## config.mk

```make
export PLATFORM = sky130hd
export DESIGN_NAME = ysyx_25040111_lsu_flat
export DESIGN_NICKNAME = d
export VERILOG_FILES = /design/src/rtl/ysyx_25040111_pkg.sv /design/src/rtl/ysyx_25040111_lsu_if.sv /design/src/rtl/ysyx_25040111_lsu_align.sv /design/src/rtl/ysyx_25040111_lsu.sv /design/src/flat_wrapper.sv
export SDC_FILE = /design/constraint.sdc
export NUM_CORES = 1
export LEC_CHECK = 0
export ABC_AREA = 1
export BUFFER_PORTS_ARGS = -buffer_cell sky130_fd_sc_hd__buf_2
export CORE_AREA = 2 2 125 127
export CTS_BUF_LIST = sky130_fd_sc_hd__clkbuf_16
export CTS_CLUSTER_SIZE = 40
export DETAILED_ROUTE_END_ITERATION = 6
export DIE_AREA = 0 0 127 129
export HOLD_SLACK_MARGIN = 0.12
export PLACE_DENSITY_LB_ADDON = 0.05
export SYNTH_ARGS = -nofsm -noshare
export SYNTH_HDL_FRONTEND = slang
export SYNTH_SLANG_ARGS = --single-unit
```

## constraint.sdc

```tcl
create_clock -name clock -period 1.9 [get_ports clock]
set_input_delay 0.38 -clock clock [delete_from_list [all_inputs] [get_ports clock]]
set_output_delay 0.38 -clock clock [all_outputs]
set_load 0.01 [all_outputs]
```

## src/rtl/ysyx_25040111_pkg.sv

```systemverilog
// ysyx_25040111_pkg
// Shared definitions for the load/store unit: FSM state encoding, LSU size
// codes, AXI4 burst/response constants and the size-code-to-AxSIZE helper.
// No ports (package).

package ysyx_25040111_pkg;

  // LSU transaction FSM states
  typedef enum logic [2:0] {
    ST_IDLE = 3'd0,
    ST_AR   = 3'd1,
    ST_R    = 3'd2,
    ST_WR   = 3'd3,
    ST_B    = 3'd4
  } lsu_state_e;

  // LSU size codes carried on lsu_rmask / lsu_wmask (2'b11 also means word)
  localparam logic [1:0] SIZE_BYTE = 2'b00;
  localparam logic [1:0] SIZE_HALF = 2'b01;
  localparam logic [1:0] SIZE_WORD = 2'b10;

  // AXI4 burst types
  localparam logic [1:0] BURST_FIXED = 2'b00;
  localparam logic [1:0] BURST_INCR  = 2'b01;

  // AXI4 response codes
  localparam logic [1:0] RESP_OKAY = 2'b00;

  // LSU size code to AXI AxSIZE (log2 of bytes per beat)
  function automatic logic [2:0] axi_size(input logic [1:0] mask);
    return {1'b0, (mask == 2'b11) ? SIZE_WORD : mask};
  endfunction

endpackage

```

## src/rtl/ysyx_25040111_lsu_if.sv

```systemverilog
// ysyx_25040111_lsu_if
// AXI4 master bus used by the LSU: AR, R, AW, W and B channels.
//   master modport : LSU side (drives valids on AR/AW/W, readies on R/B)
//   slave modport  : memory/interconnect side
// No ports; instantiate once and connect the LSU via the master modport.

interface ysyx_25040111_lsu_if;

  // AR channel
  logic        arvalid;
  logic        arready;
  logic [31:0] araddr;
  logic [7:0]  arlen;
  logic [2:0]  arsize;
  logic [1:0]  arburst;

  // R channel
  logic        rvalid;
  logic        rready;
  logic [31:0] rdata;
  logic [1:0]  rresp;
  logic        rlast;

  // AW channel
  logic        awvalid;
  logic        awready;
  logic [31:0] awaddr;
  logic [7:0]  awlen;
  logic [2:0]  awsize;
  logic [1:0]  awburst;

  // W channel
  logic        wvalid;
  logic        wready;
  logic [31:0] wdata;
  logic [3:0]  wstrb;
  logic        wlast;

  // B channel
  logic        bvalid;
  logic        bready;
  logic [1:0]  bresp;

  modport master (
    output arvalid, araddr, arlen, arsize, arburst,
    input  arready,
    input  rvalid, rdata, rresp, rlast,
    output rready,
    output awvalid, awaddr, awlen, awsize, awburst,
    input  awready,
    output wvalid, wdata, wstrb, wlast,
    input  wready,
    input  bvalid, bresp,
    output bready
  );

  modport slave (
    input  arvalid, araddr, arlen, arsize, arburst,
    output arready,
    output rvalid, rdata, rresp, rlast,
    input  rready,
    input  awvalid, awaddr, awlen, awsize, awburst,
    output awready,
    input  wvalid, wdata, wstrb, wlast,
    output wready,
    output bvalid, bresp,
    input  bready
  );

endinterface

```

## src/rtl/ysyx_25040111_lsu_align.sv

```systemverilog
// ysyx_25040111_lsu_align
// Combinational data alignment for the LSU.
//   rd_offset/rd_mask/rd_sign/rd_raw -> rd_data : bus beat shifted down by the
//     byte offset, then byte/half zero- or sign-extended; words pass unshifted.
//   wr_offset/wr_mask/wr_raw -> wr_data/wr_strb : LSB-aligned store data and
//     its byte strobe moved up to the byte offset (truncated to 4 lanes).
// Misaligned halves/words are not split; lanes shifted past bit 31 are lost.

module ysyx_25040111_lsu_align
  import ysyx_25040111_pkg::*;
(
  input  logic [1:0]  rd_offset,
  input  logic [1:0]  rd_mask,
  input  logic        rd_sign,
  input  logic [31:0] rd_raw,
  output logic [31:0] rd_data,
  input  logic [1:0]  wr_offset,
  input  logic [1:0]  wr_mask,
  input  logic [31:0] wr_raw,
  output logic [31:0] wr_data,
  output logic [3:0]  wr_strb
);

  logic [15:0] rd_shifted;
  logic [3:0]  strb_base;

  always_comb begin
    rd_shifted = 16'(rd_raw >> {rd_offset, 3'b000});
    case (rd_mask)
      SIZE_BYTE: rd_data = {{24{rd_sign & rd_shifted[7]}},  rd_shifted[7:0]};
      SIZE_HALF: rd_data = {{16{rd_sign & rd_shifted[15]}}, rd_shifted};
      default:   rd_data = rd_raw;
    endcase
  end

  always_comb begin
    case (wr_mask)
      SIZE_BYTE: strb_base = 4'b0001;
      SIZE_HALF: strb_base = 4'b0011;
      default:   strb_base = 4'b1111;
    endcase
    wr_data = wr_raw << {wr_offset, 3'b000};
    wr_strb = 4'(strb_base << wr_offset);
  end

endmodule

```

## src/rtl/ysyx_25040111_lsu.sv

```systemverilog
// ysyx_25040111_lsu
// Load/store unit bridging a simple valid/ready request port to an AXI4
// master. One transaction is outstanding at a time; reads win over writes
// when both are requested in IDLE.
//
// Ports
//   clock, reset          : system clock, synchronous active-high reset
//   lsu_rvalid/lsu_rready : read request / one pulse per returned beat
//   lsu_raddr, lsu_rlen, lsu_burst, lsu_rmask, lsu_rsign : read fields
//   lsu_rdata             : aligned, extended beat (valid while lsu_rready)
//   lsu_wvalid/lsu_wready : write request / one pulse on completion
//   lsu_waddr, lsu_wdata, lsu_wmask : write fields (data LSB-aligned)
//   lsu_err               : sticky bus-error flag
//   bus                   : AXI4 master (ysyx_25040111_lsu_if.master)
//
// Build option
//   YSYX_25040111_LSU_ERR_EN : when defined, a non-OKAY rresp on any beat or
//   a non-OKAY bresp sets lsu_err until reset; otherwise lsu_err is tied 0.
//
// State | meaning
// IDLE  | waiting for a request; latches fields of the accepted one
// AR    | arvalid high until arready
// R     | rready high; beats passed through until rlast
// WR    | awvalid and wvalid each held until their own handshake
// B     | bready high until bvalid; completion pulses lsu_wready

module ysyx_25040111_lsu
  import ysyx_25040111_pkg::*;
(
  input  logic        clock,
  input  logic        reset,

  input  logic        lsu_rvalid,
  output logic        lsu_rready,
  input  logic [31:0] lsu_raddr,
  input  logic [7:0]  lsu_rlen,
  input  logic        lsu_burst,
  input  logic [1:0]  lsu_rmask,
  input  logic        lsu_rsign,
  output logic [31:0] lsu_rdata,

  input  logic        lsu_wvalid,
  output logic        lsu_wready,
  input  logic [31:0] lsu_waddr,
  input  logic [31:0] lsu_wdata,
  input  logic [1:0]  lsu_wmask,

  output logic        lsu_err,

  ysyx_25040111_lsu_if.master bus
);

  lsu_state_e  state;

  // Fields of the accepted request; address and size are shared by both
  // directions since only one transaction is ever in flight.
  logic [31:0] req_addr;
  logic [7:0]  req_len;
  logic        req_burst;
  logic [1:0]  req_mask;
  logic        req_sign;
  logic [31:0] req_wdata;

  logic        arvalid_q;
  logic        rready_q;
  logic        awvalid_q;
  logic        wvalid_q;
  logic        bready_q;

  logic        aw_done;
  logic        w_done;

  // A channel counts as done once its valid has dropped or handshakes now.
  assign aw_done = !awvalid_q || bus.awready;
  assign w_done  = !wvalid_q  || bus.wready;

  always_ff @(posedge clock) begin
    if (reset) begin
      state     <= ST_IDLE;
      req_addr  <= '0;
      req_len   <= '0;
      req_burst <= 1'b0;
      req_mask  <= '0;
      req_sign  <= 1'b0;
      req_wdata <= '0;
      arvalid_q <= 1'b0;
      rready_q  <= 1'b0;
      awvalid_q <= 1'b0;
      wvalid_q  <= 1'b0;
      bready_q  <= 1'b0;
    end else begin
      case (state)
        ST_IDLE: begin
          if (lsu_rvalid) begin
            req_addr  <= lsu_raddr;
            req_len   <= lsu_rlen;
            req_burst <= lsu_burst;
            req_mask  <= lsu_rmask;
            req_sign  <= lsu_rsign;
            arvalid_q <= 1'b1;
            state     <= ST_AR;
          end else if (lsu_wvalid) begin
            req_addr  <= lsu_waddr;
            req_mask  <= lsu_wmask;
            req_wdata <= lsu_wdata;
            awvalid_q <= 1'b1;
            wvalid_q  <= 1'b1;
            state     <= ST_WR;
          end
        end
        ST_AR: begin
          if (bus.arready) begin
            arvalid_q <= 1'b0;
            rready_q  <= 1'b1;
            state     <= ST_R;
          end
        end
        ST_R: begin
          if (bus.rvalid && bus.rlast) begin
            rready_q <= 1'b0;
            state    <= ST_IDLE;
          end
        end
        ST_WR: begin
          if (bus.awready) awvalid_q <= 1'b0;
          if (bus.wready)  wvalid_q  <= 1'b0;
          if (aw_done && w_done) begin
            bready_q <= 1'b1;
            state    <= ST_B;
          end
        end
        ST_B: begin
          if (bus.bvalid) begin
            bready_q <= 1'b0;
            state    <= ST_IDLE;
          end
        end
        default: state <= ST_IDLE;
      endcase
    end
  end

`ifdef YSYX_25040111_LSU_ERR_EN
  always_ff @(posedge clock) begin
    if (reset) begin
      lsu_err <= 1'b0;
    end else if ((rready_q && bus.rvalid && (bus.rresp != RESP_OKAY)) ||
                 (bready_q && bus.bvalid && (bus.bresp != RESP_OKAY))) begin
      lsu_err <= 1'b1;
    end
  end
`else
  logic unused_resp;
  assign unused_resp = ^{bus.rresp, bus.bresp};
  assign lsu_err     = 1'b0;
`endif

  // Ready pulses are combinational so the requester sees them on the very
  // handshake edge and can drop its valid before IDLE samples it again.
  assign lsu_rready = rready_q && bus.rvalid;
  assign lsu_wready = bready_q && bus.bvalid;

  assign bus.arvalid = arvalid_q;
  assign bus.araddr  = req_addr;
  assign bus.arlen   = req_len;
  assign bus.arsize  = axi_size(req_mask);
  assign bus.arburst = req_burst ? BURST_INCR : BURST_FIXED;
  assign bus.rready  = rready_q;

  assign bus.awvalid = awvalid_q;
  assign bus.awaddr  = req_addr;
  assign bus.awlen   = 8'd0;
  assign bus.awsize  = axi_size(req_mask);
  assign bus.awburst = BURST_INCR;
  assign bus.wvalid  = wvalid_q;
  assign bus.wlast   = 1'b1;
  assign bus.bready  = bready_q;

  ysyx_25040111_lsu_align u_align (
    .rd_offset (req_addr[1:0]),
    .rd_mask   (req_mask),
    .rd_sign   (req_sign),
    .rd_raw    (bus.rdata),
    .rd_data   (lsu_rdata),
    .wr_offset (req_addr[1:0]),
    .wr_mask   (req_mask),
    .wr_raw    (req_wdata),
    .wr_data   (bus.wdata),
    .wr_strb   (bus.wstrb)
  );

endmodule

```

## src/flat_wrapper.sv

```systemverilog
// flat-port wrapper written by rule: the top's interface ports become plain ports
module ysyx_25040111_lsu_flat import ysyx_25040111_pkg::*;
  (clock, reset, lsu_rvalid, lsu_rready, lsu_raddr, lsu_rlen, lsu_burst, lsu_rmask, lsu_rsign, lsu_rdata, lsu_wvalid, lsu_wready, lsu_waddr, lsu_wdata, lsu_wmask, lsu_err, bus_arvalid, bus_araddr, bus_arlen, bus_arsize, bus_arburst, bus_arready, bus_rvalid, bus_rdata, bus_rresp, bus_rlast, bus_rready, bus_awvalid, bus_awaddr, bus_awlen, bus_awsize, bus_awburst, bus_awready, bus_wvalid, bus_wdata, bus_wstrb, bus_wlast, bus_wready, bus_bvalid, bus_bresp, bus_bready);
  ysyx_25040111_lsu_if bus_i ();
  input  logic clock;
  input  logic reset;
  input  logic lsu_rvalid;
  output logic lsu_rready;
  input  logic [31:0] lsu_raddr;
  input  logic [7:0] lsu_rlen;
  input  logic lsu_burst;
  input  logic [1:0] lsu_rmask;
  input  logic lsu_rsign;
  output logic [31:0] lsu_rdata;
  input  logic lsu_wvalid;
  output logic lsu_wready;
  input  logic [31:0] lsu_waddr;
  input  logic [31:0] lsu_wdata;
  input  logic [1:0] lsu_wmask;
  output logic lsu_err;
  output wire logic [$bits(bus_i.arvalid)-1:0] bus_arvalid;
  output wire logic [$bits(bus_i.araddr)-1:0] bus_araddr;
  output wire logic [$bits(bus_i.arlen)-1:0] bus_arlen;
  output wire logic [$bits(bus_i.arsize)-1:0] bus_arsize;
  output wire logic [$bits(bus_i.arburst)-1:0] bus_arburst;
  input wire logic [$bits(bus_i.arready)-1:0] bus_arready;
  input wire logic [$bits(bus_i.rvalid)-1:0] bus_rvalid;
  input wire logic [$bits(bus_i.rdata)-1:0] bus_rdata;
  input wire logic [$bits(bus_i.rresp)-1:0] bus_rresp;
  input wire logic [$bits(bus_i.rlast)-1:0] bus_rlast;
  output wire logic [$bits(bus_i.rready)-1:0] bus_rready;
  output wire logic [$bits(bus_i.awvalid)-1:0] bus_awvalid;
  output wire logic [$bits(bus_i.awaddr)-1:0] bus_awaddr;
  output wire logic [$bits(bus_i.awlen)-1:0] bus_awlen;
  output wire logic [$bits(bus_i.awsize)-1:0] bus_awsize;
  output wire logic [$bits(bus_i.awburst)-1:0] bus_awburst;
  input wire logic [$bits(bus_i.awready)-1:0] bus_awready;
  output wire logic [$bits(bus_i.wvalid)-1:0] bus_wvalid;
  output wire logic [$bits(bus_i.wdata)-1:0] bus_wdata;
  output wire logic [$bits(bus_i.wstrb)-1:0] bus_wstrb;
  output wire logic [$bits(bus_i.wlast)-1:0] bus_wlast;
  input wire logic [$bits(bus_i.wready)-1:0] bus_wready;
  input wire logic [$bits(bus_i.bvalid)-1:0] bus_bvalid;
  input wire logic [$bits(bus_i.bresp)-1:0] bus_bresp;
  output wire logic [$bits(bus_i.bready)-1:0] bus_bready;
  assign bus_arvalid = bus_i.arvalid;
  assign bus_araddr = bus_i.araddr;
  assign bus_arlen = bus_i.arlen;
  assign bus_arsize = bus_i.arsize;
  assign bus_arburst = bus_i.arburst;
  assign bus_i.arready = bus_arready;
  assign bus_i.rvalid = bus_rvalid;
  assign bus_i.rdata = bus_rdata;
  assign bus_i.rresp = bus_rresp;
  assign bus_i.rlast = bus_rlast;
  assign bus_rready = bus_i.rready;
  assign bus_awvalid = bus_i.awvalid;
  assign bus_awaddr = bus_i.awaddr;
  assign bus_awlen = bus_i.awlen;
  assign bus_awsize = bus_i.awsize;
  assign bus_awburst = bus_i.awburst;
  assign bus_i.awready = bus_awready;
  assign bus_wvalid = bus_i.wvalid;
  assign bus_wdata = bus_i.wdata;
  assign bus_wstrb = bus_i.wstrb;
  assign bus_wlast = bus_i.wlast;
  assign bus_i.wready = bus_wready;
  assign bus_i.bvalid = bus_bvalid;
  assign bus_i.bresp = bus_bresp;
  assign bus_bready = bus_i.bready;
  ysyx_25040111_lsu u_core (.clock(clock), .reset(reset), .lsu_rvalid(lsu_rvalid), .lsu_rready(lsu_rready), .lsu_raddr(lsu_raddr), .lsu_rlen(lsu_rlen), .lsu_burst(lsu_burst), .lsu_rmask(lsu_rmask), .lsu_rsign(lsu_rsign), .lsu_rdata(lsu_rdata), .lsu_wvalid(lsu_wvalid), .lsu_wready(lsu_wready), .lsu_waddr(lsu_waddr), .lsu_wdata(lsu_wdata), .lsu_wmask(lsu_wmask), .lsu_err(lsu_err), .bus(bus_i));
endmodule
```

==> metrics.txt <==
status=finished, violations left; failing checks=setup timing; Worst setup SP type=flip-flop; CTS tree=yes; Setup CP Type=reg2out; Critical Path Max Stage Delay=~0.36 ns; DR vias=between 5000 and 6000; critical-path cell list=buf_6 -> a21oi_4 -> o21ai_2 -> nand2_2 -> nand3_4 -> buf_8 -> nand3_2 -> buf_6; internal power=about 5.0 mW; fmax=509 MHz; nets=about 1200; H-tree Lvls=3; power share of the sequential group=approximately 28%; Worst slew margin=a little under two fifths; Reg area=1690 um2; Sw Ratio=40.8%; initial antenna violation count=0; largest net degree at the start of global routing=44; sw power=3.44 mW; post-synthesis sequential area ratio=between 30% and 40%; Clock Latency Late Sink=between 0.3 and 0.4 ns; core area=15000 um2; Crit path max-delay family=buffers and inverters; vias in the first global route=between 5000 and 6000; CTS buffer count=9; mapped cell area=5010 um2; PwrDens=1140 nW/um2; Area Overhead vs Synth=48.3%; Initial DRC Count=266; dpl cell area=about 6500 um2; critical path data required time=between 1.5 and 2 ns; RSZ-0062 raised after global routing=true; Tcrit/Tclk final=103%; hold_sp=lsu_wdata[12]; CP max stage cell=dfxtp_4; I/O Pins=roughly 320; Fillers=between 1500 and 2000; Avg Cell Area, Syn=6.89 um2; crit-path max FO=7; Chip Width=between 100 and 150 um; Worst VDD drop=0.000448 V; R2R Path Start=u_core.state[2]$_SDFFE_PP0P_; Non-Filler Instances=~1200; DIE AREA=16400 um2; Critical Path Source=u_core.bus.araddr[1]$_SDFFE_PP0P_; CTS Hold Bufs=0; Fin Setup TNS=-1.29 ns; CP bufs+invs=3; final number of hold-violating endpoints=0; fraction of layout cells with a size suffix above 1=43.8%; Tot GR Track Use=between 20% and 30%; Initial Util=33.5%; r2r setup slk=between 0.2 and 0.3 ns; largest buffer count on any clock path=2; critical path's most frequent cell=buf_6; gr ovfl total=0; final core occ=a little under 50%; max_cap viols=0; row count=45; DR WL/cell=14.8 um; clock power share=between 20% and 30%; fin crit period=about 2 ns; worst setup margin=-0.0664 ns; dpl hpwl=approximately 13 mm; DRC viols=0; routability congestion estimate=~0.76; Chip Height=129 um; final WL=roughly 18 mm; Multi-input gate area=2900 um2; post-route cell area=approximately 7400 um2; CTS Sinks=84; worst path arrival time=1.59 ns; Post-Place Setup Slack=-0.113 ns; Syn. warnings=0; First-pass DRT Iterations=4; CTS clk-pin slew, worst paths=about 0.070 ns; Final ANT Viol Nets=0; max-slew violation count=0; Worst-Margin Slew=0.931 ns; register bit count reported by yosys=84; count of unique library cells instantiated by Yosys=31; worst min-delay path class=in2reg; Logic pwr share=50.2%; Cells after Synth=between 700 and 800; Antenna diodes=0; # setup viols final=24; skew final=~0.014 ns; I/O Buffers=a little over 300; Clock Tree Root=clkbuf_16; Vias/cell=4.84; first-pass GRT wire length=around 27 mm; Leak=just under 4 nW; Crit. End Element=output pin; placed cell count=around 1200
==> layout make-up <==
class                   count  area share (%)
repair buffers            346            28.7
multi-input cells         514            39.0
well taps                 188            3.17
inverters                  42            2.22
flip-flops and latches     84            22.7
clock buffers               9            3.03
clock inverters             7            1.14
==> registers in the layout, indices dropped and copies added (netlist names) <==
register / cells
u_core.bus.wvalid: 1
u_core.bus.rready: 1
u_core.req_burst: 1
u_core.bus.arvalid: 1
u_core.bus.arlen: 8
u_core.bus.araddr: 32
u_core.state: 3
u_core.bus.bready: 1
u_core.req_sign: 1
u_core.req_mask: 2
u_core.bus.awvalid: 1
u_core.req_wdata: 32
==> logic make-up after synthesis <==
group                  Yosys count  share of synthesized area, %
buffers and inverters          143                          16.2
AND/OR/NAND/NOR                254                          21.2
flip-flops                      84                          33.6
multiplexers                    30                          5.99
AO/OA/AOI/OAI                  214                          22.9
other                            2                         0.150
==> synth_stat cells, drive strengths merged <==
library cell | n | area, um2
o211ai | 1 | 7.51
o22ai | 15 | 93.8
inv | 42 | 160
o221ai | 7 | 61.3
dfxtp | 84 | 1680
conb | 2 | 7.51
o21ai | 112 | 564
nand2 | 96 | 375
o31ai | 1 | 7.51
buf | 81 | 574
a21oi | 68 | 340
a22oi | 8 | 60.1
o21a | 1 | 7.51
mux2i | 30 | 300
nor2 | 113 | 449
clkbuf | 20 | 77.6
a31oi | 1 | 6.26
nor3 | 1 | 5.00
nand3 | 44 | 230
==> worst paths after layout <==
path                                                          end  cells after the start
worst min register to register   u_core.bus.arlen[6]$_SDFFE_PP0P_                      2
worst min-delay path            u_core.req_wdata[12]$_SDFFE_PP0P_                      3
worst max register to register  u_core.bus.araddr[7]$_SDFFE_PP0P_                      6
worst max-delay path                                lsu_rdata[23]                      8
==> metrics by stage <==
stage / hold slack (ns) / power [mW]
2_1_floorplan: 0.439 / 4.70
3_3_place_gp: 0.445 / 5.97
3_5_place_dp: 0.448 / 5.96
4_1_cts: 0.273 / 8.17
5_1_grt: 0.294 / 9.02
6_report: 0.283 / 8.44
==> power groups by stage <==
stage                     combinational [mW]  clock (mW)  sequential (mW)
final                                   4.24        1.84             2.36
after global routing                    4.65        1.97             2.40
after detailed placement                3.59           0             2.36
after global placement                  3.60           0             2.37
after CTS                               3.94        1.89             2.35
after floorplan                         2.28           0             2.42
==> routing by layer <==
metal  GRT usage, %  part of all wire [%]
met1           26.4                    44
met2           35.4                    49
met3           3.95                   6.1
met4           6.27                   1.4
met5              0                     0
==> repair_timing <==
item / in CTS / in global routing
hold endpoints to repair: 0 / 0
setup buffers: 5 / 1
gates cloned: 3 / 1
pin swaps: 1 / 9
gates resized for setup: 69 / 72
endpoints found under the setup margin: 52 / 57
==> tightest hold or removal path, stage by stage <==
cell and delay [ns]:
buf_2 0.07, o21ai_0 0.07, nor2_1 0.07
==> cell usage in the layout, fill, tap and decap left out, drive strengths merged <==
master	instances
buf	345
nor2	114
o21ai	112
nand2	96
dfxtp	84
a21oi	68
inv	44
nand3	44
mux2i	30
conb	15
o22ai	15
clkbuf	10
a22oi	8
o221ai	7
clkinvlp	2
clkinv	2
o211ai	1
a31oi	1
nor3	1
o31ai	1
o21a	1
bufinv	1
Power figures use the tool's default switching activity.
